<file path="src/rtl/pipe_pkg.sv">
// pipe_pkg: shared definitions for the pipeline hazard controller.
//   hz_state_e        : controller FSM encoding (RUN/LDSTALL/FLUSH/MULWAIT)
//   XZR               : zero register number, never a real dependency
//   LOAD_LAT_DEF      : default data-memory load latency
//   FLUSH_CYCLES_DEF  : default front-end flush length per taken branch
package pipe_pkg;

  typedef enum logic [1:0] {
    ST_RUN     = 2'd0,
    ST_LDSTALL = 2'd1,
    ST_FLUSH   = 2'd2,
    ST_MULWAIT = 2'd3
  } hz_state_e;

  localparam logic [4:0] XZR              = 5'd31;
  localparam int         LOAD_LAT_DEF     = 1;
  localparam int         FLUSH_CYCLES_DEF = 2;

endpackage

</file>
<file path="src/rtl/loaduse_detect.sv">
// loaduse_detect: combinational load-use hazard compare.
// Ports:
//   id_rn, id_rm           : source registers of the ID instruction
//   id_uses_rn, id_uses_rm : ID instruction really reads that source
//   ex_rd                  : destination of the EX instruction
//   ex_memrd, ex_regwr     : EX instruction is a load / writes a register
//   hazard                 : ID needs a value the EX load has not produced yet
module loaduse_detect
  import pipe_pkg::*;
(
  input  logic [4:0] id_rn,
  input  logic [4:0] id_rm,
  input  logic       id_uses_rn,
  input  logic       id_uses_rm,
  input  logic [4:0] ex_rd,
  input  logic       ex_memrd,
  input  logic       ex_regwr,
  output logic       hazard
);

  logic w_rn_match;
  logic w_rm_match;

  assign w_rn_match = id_uses_rn && (id_rn == ex_rd);
  assign w_rm_match = id_uses_rm && (id_rm == ex_rd);

  // XZR reads as zero regardless of writes, so it never creates a dependency.
  assign hazard = ex_memrd && ex_regwr && (ex_rd != XZR) && (w_rn_match || w_rm_match);

endmodule

</file>
<file path="src/rtl/hazard_ctrl.sv">
// hazard_ctrl: pipeline stall/flush controller.
// Handles load-use stalls, taken-branch front-end flushes and multi-cycle
// multiply waits. Priority in every state: br_taken > load-use > mul_start.
// Ports:
//   clk, reset_n              : clock, synchronous active-low reset
//   id_rn/id_rm/id_uses_*     : ID source operands
//   ex_rd/ex_memrd/ex_regwr   : EX destination and load/write flags
//   br_taken                  : taken branch resolved in MEM (pulse)
//   mul_start, mul_done       : multiply issue / multiply completion
//   pc_en, ifid_en            : PC and IF/ID write enables
//   bubble_ex, flush_front    : zero ID/EX control / invalidate IF/ID
//   mul_abort                 : kill the in-flight multiply
//   state_o                   : current FSM state (debug)
// Optional build macro HAZARD_PERF_EN adds saturating 16-bit counters
//   stall_cycles (cycles with pc_en=0) and flush_cycles (flush_front=1).
module hazard_ctrl
  import pipe_pkg::*;
#(
  parameter int LOAD_LAT     = LOAD_LAT_DEF,
  parameter int FLUSH_CYCLES = FLUSH_CYCLES_DEF
) (
  input  logic       clk,
  input  logic       reset_n,
  input  logic [4:0] id_rn,
  input  logic [4:0] id_rm,
  input  logic       id_uses_rn,
  input  logic       id_uses_rm,
  input  logic [4:0] ex_rd,
  input  logic       ex_memrd,
  input  logic       ex_regwr,
  input  logic       br_taken,
  input  logic       mul_start,
  input  logic       mul_done,
  output logic       pc_en,
  output logic       ifid_en,
  output logic       bubble_ex,
  output logic       flush_front,
  output logic       mul_abort,
  output logic [1:0] state_o
`ifdef HAZARD_PERF_EN
  ,
  output logic [15:0] stall_cycles,
  output logic [15:0] flush_cycles
`endif
);

  localparam logic [3:0] LD_RELOAD = 4'(LOAD_LAT - 1);
  localparam logic [3:0] FL_RELOAD = 4'(FLUSH_CYCLES - 1);

  hz_state_e  r_state;
  hz_state_e  w_state_nxt;
  logic [3:0] r_cnt;
  logic [3:0] w_cnt_nxt;
  logic       w_hazard;
  logic       w_pc_en;
  logic       w_ifid_en;
  logic       w_bubble;
  logic       w_flush;
  logic       w_abort;

  loaduse_detect u_detect (
    .id_rn      (id_rn),
    .id_rm      (id_rm),
    .id_uses_rn (id_uses_rn),
    .id_uses_rm (id_uses_rm),
    .ex_rd      (ex_rd),
    .ex_memrd   (ex_memrd),
    .ex_regwr   (ex_regwr),
    .hazard     (w_hazard)
  );

  always_ff @(posedge clk) begin
    if (!reset_n) begin
      r_state <= ST_RUN;
      r_cnt   <= 4'd0;
    end else begin
      r_state <= w_state_nxt;
      r_cnt   <= w_cnt_nxt;
    end
  end

  always_comb begin
    w_state_nxt = r_state;
    w_cnt_nxt   = r_cnt;
    w_pc_en     = 1'b1;
    w_ifid_en   = 1'b1;
    w_bubble    = 1'b0;
    w_flush     = 1'b0;
    w_abort     = 1'b0;

    if (br_taken) begin
      // A taken branch overrides any stall; the wrong-path multiply is killed.
      w_flush   = 1'b1;
      w_bubble  = 1'b1;
      w_abort   = (r_state == ST_MULWAIT);
      if (FLUSH_CYCLES == 1) begin
        w_state_nxt = ST_RUN;
        w_cnt_nxt   = 4'd0;
      end else begin
        w_state_nxt = ST_FLUSH;
        w_cnt_nxt   = FL_RELOAD;
      end
    end else begin
      case (r_state)
        ST_RUN: begin
          if (w_hazard) begin
            w_pc_en   = 1'b0;
            w_ifid_en = 1'b0;
            w_bubble  = 1'b1;
            if (LOAD_LAT > 1) begin
              w_state_nxt = ST_LDSTALL;
              w_cnt_nxt   = LD_RELOAD;
            end
          end else if (mul_start) begin
            w_state_nxt = ST_MULWAIT;
          end
        end
        ST_LDSTALL: begin
          w_pc_en   = 1'b0;
          w_ifid_en = 1'b0;
          w_bubble  = 1'b1;
          w_cnt_nxt = r_cnt - 4'd1;
          if (r_cnt <= 4'd1) begin
            w_state_nxt = ST_RUN;
            w_cnt_nxt   = 4'd0;
          end
        end
        ST_FLUSH: begin
          w_flush   = 1'b1;
          w_bubble  = 1'b1;
          w_cnt_nxt = r_cnt - 4'd1;
          if (r_cnt <= 4'd1) begin
            w_state_nxt = ST_RUN;
            w_cnt_nxt   = 4'd0;
          end
        end
        ST_MULWAIT: begin
          if (mul_done) begin
            w_state_nxt = ST_RUN;
          end else begin
            w_pc_en   = 1'b0;
            w_ifid_en = 1'b0;
            w_bubble  = 1'b1;
          end
        end
      endcase
    end

    // While reset is held the pipeline sees plain RUN behaviour, no abort.
    if (!reset_n) begin
      w_pc_en   = 1'b1;
      w_ifid_en = 1'b1;
      w_bubble  = 1'b0;
      w_flush   = 1'b0;
      w_abort   = 1'b0;
    end
  end

  assign pc_en       = w_pc_en;
  assign ifid_en     = w_ifid_en;
  assign bubble_ex   = w_bubble;
  assign flush_front = w_flush;
  assign mul_abort   = w_abort;
  assign state_o     = r_state;

`ifdef HAZARD_PERF_EN
  logic [15:0] r_stall_cnt;
  logic [15:0] r_flush_cnt;

  function automatic logic [15:0] sat_inc(input logic [15:0] v);
    return (v == 16'hFFFF) ? v : v + 16'd1;
  endfunction

  always_ff @(posedge clk) begin
    if (!reset_n) begin
      r_stall_cnt <= 16'd0;
      r_flush_cnt <= 16'd0;
    end else begin
      if (!w_pc_en) r_stall_cnt <= sat_inc(r_stall_cnt);
      if (w_flush)  r_flush_cnt <= sat_inc(r_flush_cnt);
    end
  end

  assign stall_cycles = r_stall_cnt;
  assign flush_cycles = r_flush_cnt;
`endif

endmodule

</file>
<file path="config.mk">
export PLATFORM = sky130hd
export DESIGN_NAME = hazard_ctrl
export DESIGN_NICKNAME = d
export VERILOG_FILES = /design/src/rtl/pipe_pkg.sv /design/src/rtl/loaduse_detect.sv /design/src/rtl/hazard_ctrl.sv
export SDC_FILE = /design/constraint.sdc
export NUM_CORES = 1
export LEC_CHECK = 0
export BUFFER_PORTS_ARGS = -buffer_cell sky130_fd_sc_hd__buf_2
export CAP_MARGIN = 30
export CORE_AREA = 2 2 39 41
export DETAILED_ROUTE_END_ITERATION = 12
export DIE_AREA = 0 0 41 43
export GPL_ROUTABILITY_DRIVEN = 0
export PLACE_DENSITY = 0.75
export SLEW_MARGIN = 30
export SYNTH_ARGS = -nofsm -noshare
export SYNTH_HDL_FRONTEND = slang
export SYNTH_SLANG_ARGS = --single-unit
</file>
<file path="constraint.sdc">
create_clock -name clk -period 2.56 [get_ports clk]
set_clock_uncertainty 0.15 [all_clocks]
set_input_delay 0.512 -clock clk [delete_from_list [all_inputs] [get_ports clk]]
set_output_delay 0.512 -clock clk [all_outputs]
set_load 0.02 [all_outputs]
</file>
==> Yosys cells after proc, flatten, opt, wreduce, memory -nomap -nowiden <==
Cells that the tools add are included.
{ "totals": {"mem_bits_rw": 0, "in_bits": 24, "latchBits": 0, "ff_bits": 6, "mem_bits_ro": 0, "output_inout_bits": 7, "n_memories": 0, "elab_cells": 57} }
{ "op_classes": {"addsub": 1, "shift": 0, "mux": 24, "n_eq_ne": 14, "n_bitwise": 1, "mul": 0, "magnitude_cmp": 1, "reduce_logical": 12, "div": 0} }
{ "op_table": {"columns": ["operator", "count"], "rows": [
  ["$mux 1", 15],
  ["$eq 5x5->1", 2],
  ["$mux 2", 5],
  ["$ne 3x3->1 const B", 3],
  ["$reduce_and 4->1", 2],
  ["$ne 2x2->1 const B", 3],
  ["$pmux 1 s3", 2],
  ["$pmux 2 s3", 1],
  ["$logic_and 1x1->1", 5],
  ["$ne 5x5->1 const B", 1],
  ["$eq 2x2->1 const B", 2],
  ["$le 4x1->1 const B", 1],
  ["$mux 4", 1],
  ["$reduce_or 2->1", 2],
  ["$sub 4x1->4 const B", 1],
  ["$ne 3x1->1 const B", 1],
  ["$eq 2x1->1 const B", 1],
  ["$logic_not 2->1", 1],
  ["$ne 2x1->1 const B", 1],
  ["$reduce_bool 2->1", 1],
  ["$logic_or 1x1->1", 1],
  ["$not 1->1", 1]
]} }

==> Depth between registers and ports, before layout <==
{ "depth": {"word_depth": 8, "mapped_depth": 7, "depth_no_buf": 7} }

==> Cells and area by module <==
Synthesis repeated with hierarchy kept, for this count alone.
{ "hier_totals": {"cells_unflattened": 69, "area_unflattened_um2": 571.8} }
{ "by_module_without_submodules": {"columns": ["mod", "n_inst", "cells_per_inst", "seq_area_each_um2", "area_per_inst_um2"], "rows": [
  ["hazard_ctrl", 1, 51, 120.1, 440.4],
  ["loaduse_detect", 1, 18, 0.0, 131.4]
]} }

==> Least setup slack after synthesis <==
OpenSTA, ideal clock, no wires.
{ "synth_timing": {"path_type": "reg-to-output", "start": "register r_state[0], in the netlist state_o[0]", "end": "output port bubble_ex", "required_ps": 1898, "stages_incl_launch_ff": 5, "t_arrival_ps": 1771, "path_buffers": 0, "path_slack_ps": 127, "path_cell_list": "dfxtp_1 > inv_1 > ha_1 > or4b_2 > o211a_1"} }
{ "synth_between": {"elab_chain_cells": 5, "elab_cells_between_ends": 8, "cone_classes": "3 x eq/ne; 3 x mux; 2 x reduce/logical"} }
{ "synth_rtl": {"columns": ["element", "line", "rtl"], "rows": [
  ["start, declared", "hazard_ctrl.sv:50", "hz_state_e r_state;"],
  ["start signal, assigned", "hazard_ctrl.sv:77", "r_state <= w_state_nxt;"],
  ["$eq 2x2->1 or $eq 2x1->1 (tied branches)", "hazard_ctrl.sv:104", "case (r_state)"],
  ["$reduce_or 2->1 (no source line)", null, null],
  ["$pmux 1 s3 *", "hazard_ctrl.sv:104", null],
  ["$mux 1 *", "hazard_ctrl.sv:91", "if (br_taken) begin"],
  ["$mux 1 *", "hazard_ctrl.sv:150", "if (!reset_n) begin"],
  ["end, declared", "hazard_ctrl.sv:36", "output logic bubble_ex,"]
]} }
Every way passes the cells marked *; elsewhere a longest branch is shown, timed or not.

==> Final worst setup path <==
Ends and elaborated chain as after synthesis.

==> metrics <==
area of the multi-input gates=between 400 and 500 um^2; CP Capture Type=output port; largest area contributor in the netlist=dfxtp_1; CTS HTree Levels=1; FF-to-FF path depth=7; Syn Nets=94; die height=approximately 43 um; synthesized flop and latch total=6; number of distinct library cells after synthesis=29; CTS tree=done; Seq/Total Area, Yosys=22.12%; drt drc=0; Post-synth ARST share=0%; kind of cell adding the most delay to the critical path=simple AND/OR/NAND/NOR gates; Max clock buf depth=2; Seq. cell area=123.9 um^2; final setup fails=0; average wire per standard cell=10.61 um; post-route ant nets=0; starting DRC count in detailed routing=7; unrepaired setup endpoints after global routing=no; vias in the first global route=just over 500; CP required=1.90 ns; Syn Area/Cell=8.354 um^2; HP Class=reg2reg; initial antenna violation count=0; PD cells=about 390 nW/um^2; Final min period=2.513 ns; Worst Path Buf+Inv=2; fill cell count=130; CP Cell Sequence=inv_2 > ha_4 > or4b_2 > o211a_1 > buf_4; peak supply drop=approximately 190 uV; Worst EP arrival=1.85 ns; clock tree sinks=6; critical path's slowest cell=or4b_2; final WL=1220 um; DP HPWL=975.4 um; logic depth of the worst path, buffers included=5; Top FF cell, synth=dfxtp_1; share of cells above drive strength 1=44.44%; total grt overflow=0; Max FO, Critical Path=4; die area=1763 um^2; Synth top area share=22.12%; clk root buf=clkbuf_4; first-pass GRT wire length=1918 um; largest net degree at the start of global routing=8; cell area after synthesis=approximately 540 um^2; WS Path Type=reg2out; number of I/O port buffers=30; Syn Inst Count=65; EDFF count, synth=0; Slew Viols, Final=0; maximum clock frequency=slightly below 400 MHz; YS warnings=0; I/O pin count=31; Max Cap Viol=0; core area=1384 um^2; Final #Nets=130; Die Span X=41 um; Clock Latency Late Sink=~0.25 ns; final hold viol count=0; Worst Tran Pin Value=roughly 0.31 ns; # diodes=0; GRT Overall Usage=15.98%; Slew HR=79.02%; row count=14; vias after detailed routing=a little under 600; area grow syn2layout=44.01%; Hold Worst Slack=0.3620 ns; Final Cycle Share=between 90% and 100%; Setup crit start kind=flop; setup_tns=0 ns; drt pass-1 iters=4; Num CTS Buffers=3; Initial Util=39.24%; Clock transition at path regs=0.04 ns; Largest stage delay, worst path=roughly 0.66 ns; status=finished clean; leak pwr=0.3645 nW; mean number of vias per cell=5.061; synth top area cells=dfxtp_1, xor2_1, ha_1; Worst Hold Path Cells=2
[synth_stat cells (all sizes together), types with 2 or more instances]
library cell	n
nand2	4
xor2	8
o21ai	2
nand2b	2
o21a	2
dfxtp	6
ha	5
a21oi	4
xnor2	2
nor4	3
mux2i	2
nor2	5
inv	5
[cells in the final DEF, fill, tap and decap left out, drive strengths merged, types with 3 or more instances in the layout]
cell / synthesis / final
inv: 5 / 5
a21oi: 4 / 4
ha: 5 / 5
buf: 1 / 32
clkbuf: 0 / 3
dfxtp: 6 / 6
xor2: 8 / 8
nor2: 5 / 5
nand2: 4 / 4
nor4: 3 / 3
[area by class of cell]
type / count / area share [%]
clock buffers: 3 / 2.880
inverters: 5 / 2.400
multi-input cells: 53 / 54.88
flip-flops and latches: 6 / 15.84
repair buffers: 32 / 21.44
well taps: 16 / 2.560
[stage by stage]
step	power, W	instance area (um^2)	cells	utilization [%]	setup WS, ns
after global routing	0.0003242	782.0	115	56.51	0.006421
after floorplan	0.0001690	543.0	65	-	0.1271
after global placement	0.0002099	713.2	111	51.54	0.1670
after CTS	0.0003025	752.0	114	54.34	0.02431
final	0.0003060	782.0	115	56.51	0.04741
after detailed placement	0.0002110	713.2	111	51.54	0.1201
[state kept, by name, indices dropped and copies added (netlist names)]
signal,count
r_cnt,4
state_o,2
[timing repair]
item | 4_1_cts | 5_1_grt
hold buffers | 0 | 0
pin swaps | 0 | 1
setup buffers | 0 | 1
resized for setup | 4 | 5
setup endpoints to repair | 1 | 1
[worst reg2reg max path: cells and delay by family (launching register included)]
family	cells	cell delay, ns
adders and majority gates	1	0.27
muxes	1	0.22
and+or+nand+nor	2	0.37
buffers and inverters	3	0.21
DFF	1	0.37
[logic make-up (layout without fill, tap and decap cells)]
logic type / count (synthesis) / count (layout) / share of synthesized area [%]
XOR/XNOR: 10 / 10 / 16.13
adder cells (fa/ha/maj): 5 / 5 / 11.52
AO/OA/AOI/OAI: 14 / 14 / 18.20
multiplexers: 2 / 2 / 3.687
AND/OR/NAND/NOR: 22 / 22 / 23.50
flip-flops: 6 / 6 / 22.12
buffers and inverters: 6 / 40 / 4.840
[metal layers]
metal  global-route usage (%)  vias to the layer above  routed length, um
li1                         -                      302                  -
met4                    10.00                        0                 15
met5                        0                        -                  0
met1                    19.03                      252                501
met3                    1.571                        2                 80
met2                    25.62                       26                623
[where the power goes]
part | total [W] | leakage [nW] | switching, W | internal, W
clock | 0.0000855 | 0.0138 | 0.0000326 | 0.0000529
sequential | 0.000102 | 0.0499 | 0.00000420 | 0.0000981
combinational | 0.000118 | 0.301 | 0.0000604 | 0.0000579
[path summary, 6_finish.rpt]
check / from / endpoint / slack, ns
worst max-delay path: state_o[0] / bubble_ex / 0.05
worst min-delay path: state_o[0] / state_o[0] / 0.36
worst min register to register: state_o[0] / state_o[0] / 0.36
worst max register to register: state_o[0] / r_cnt[3] / 0.84
No activity file was read; power rests on OpenSTA's default activity.
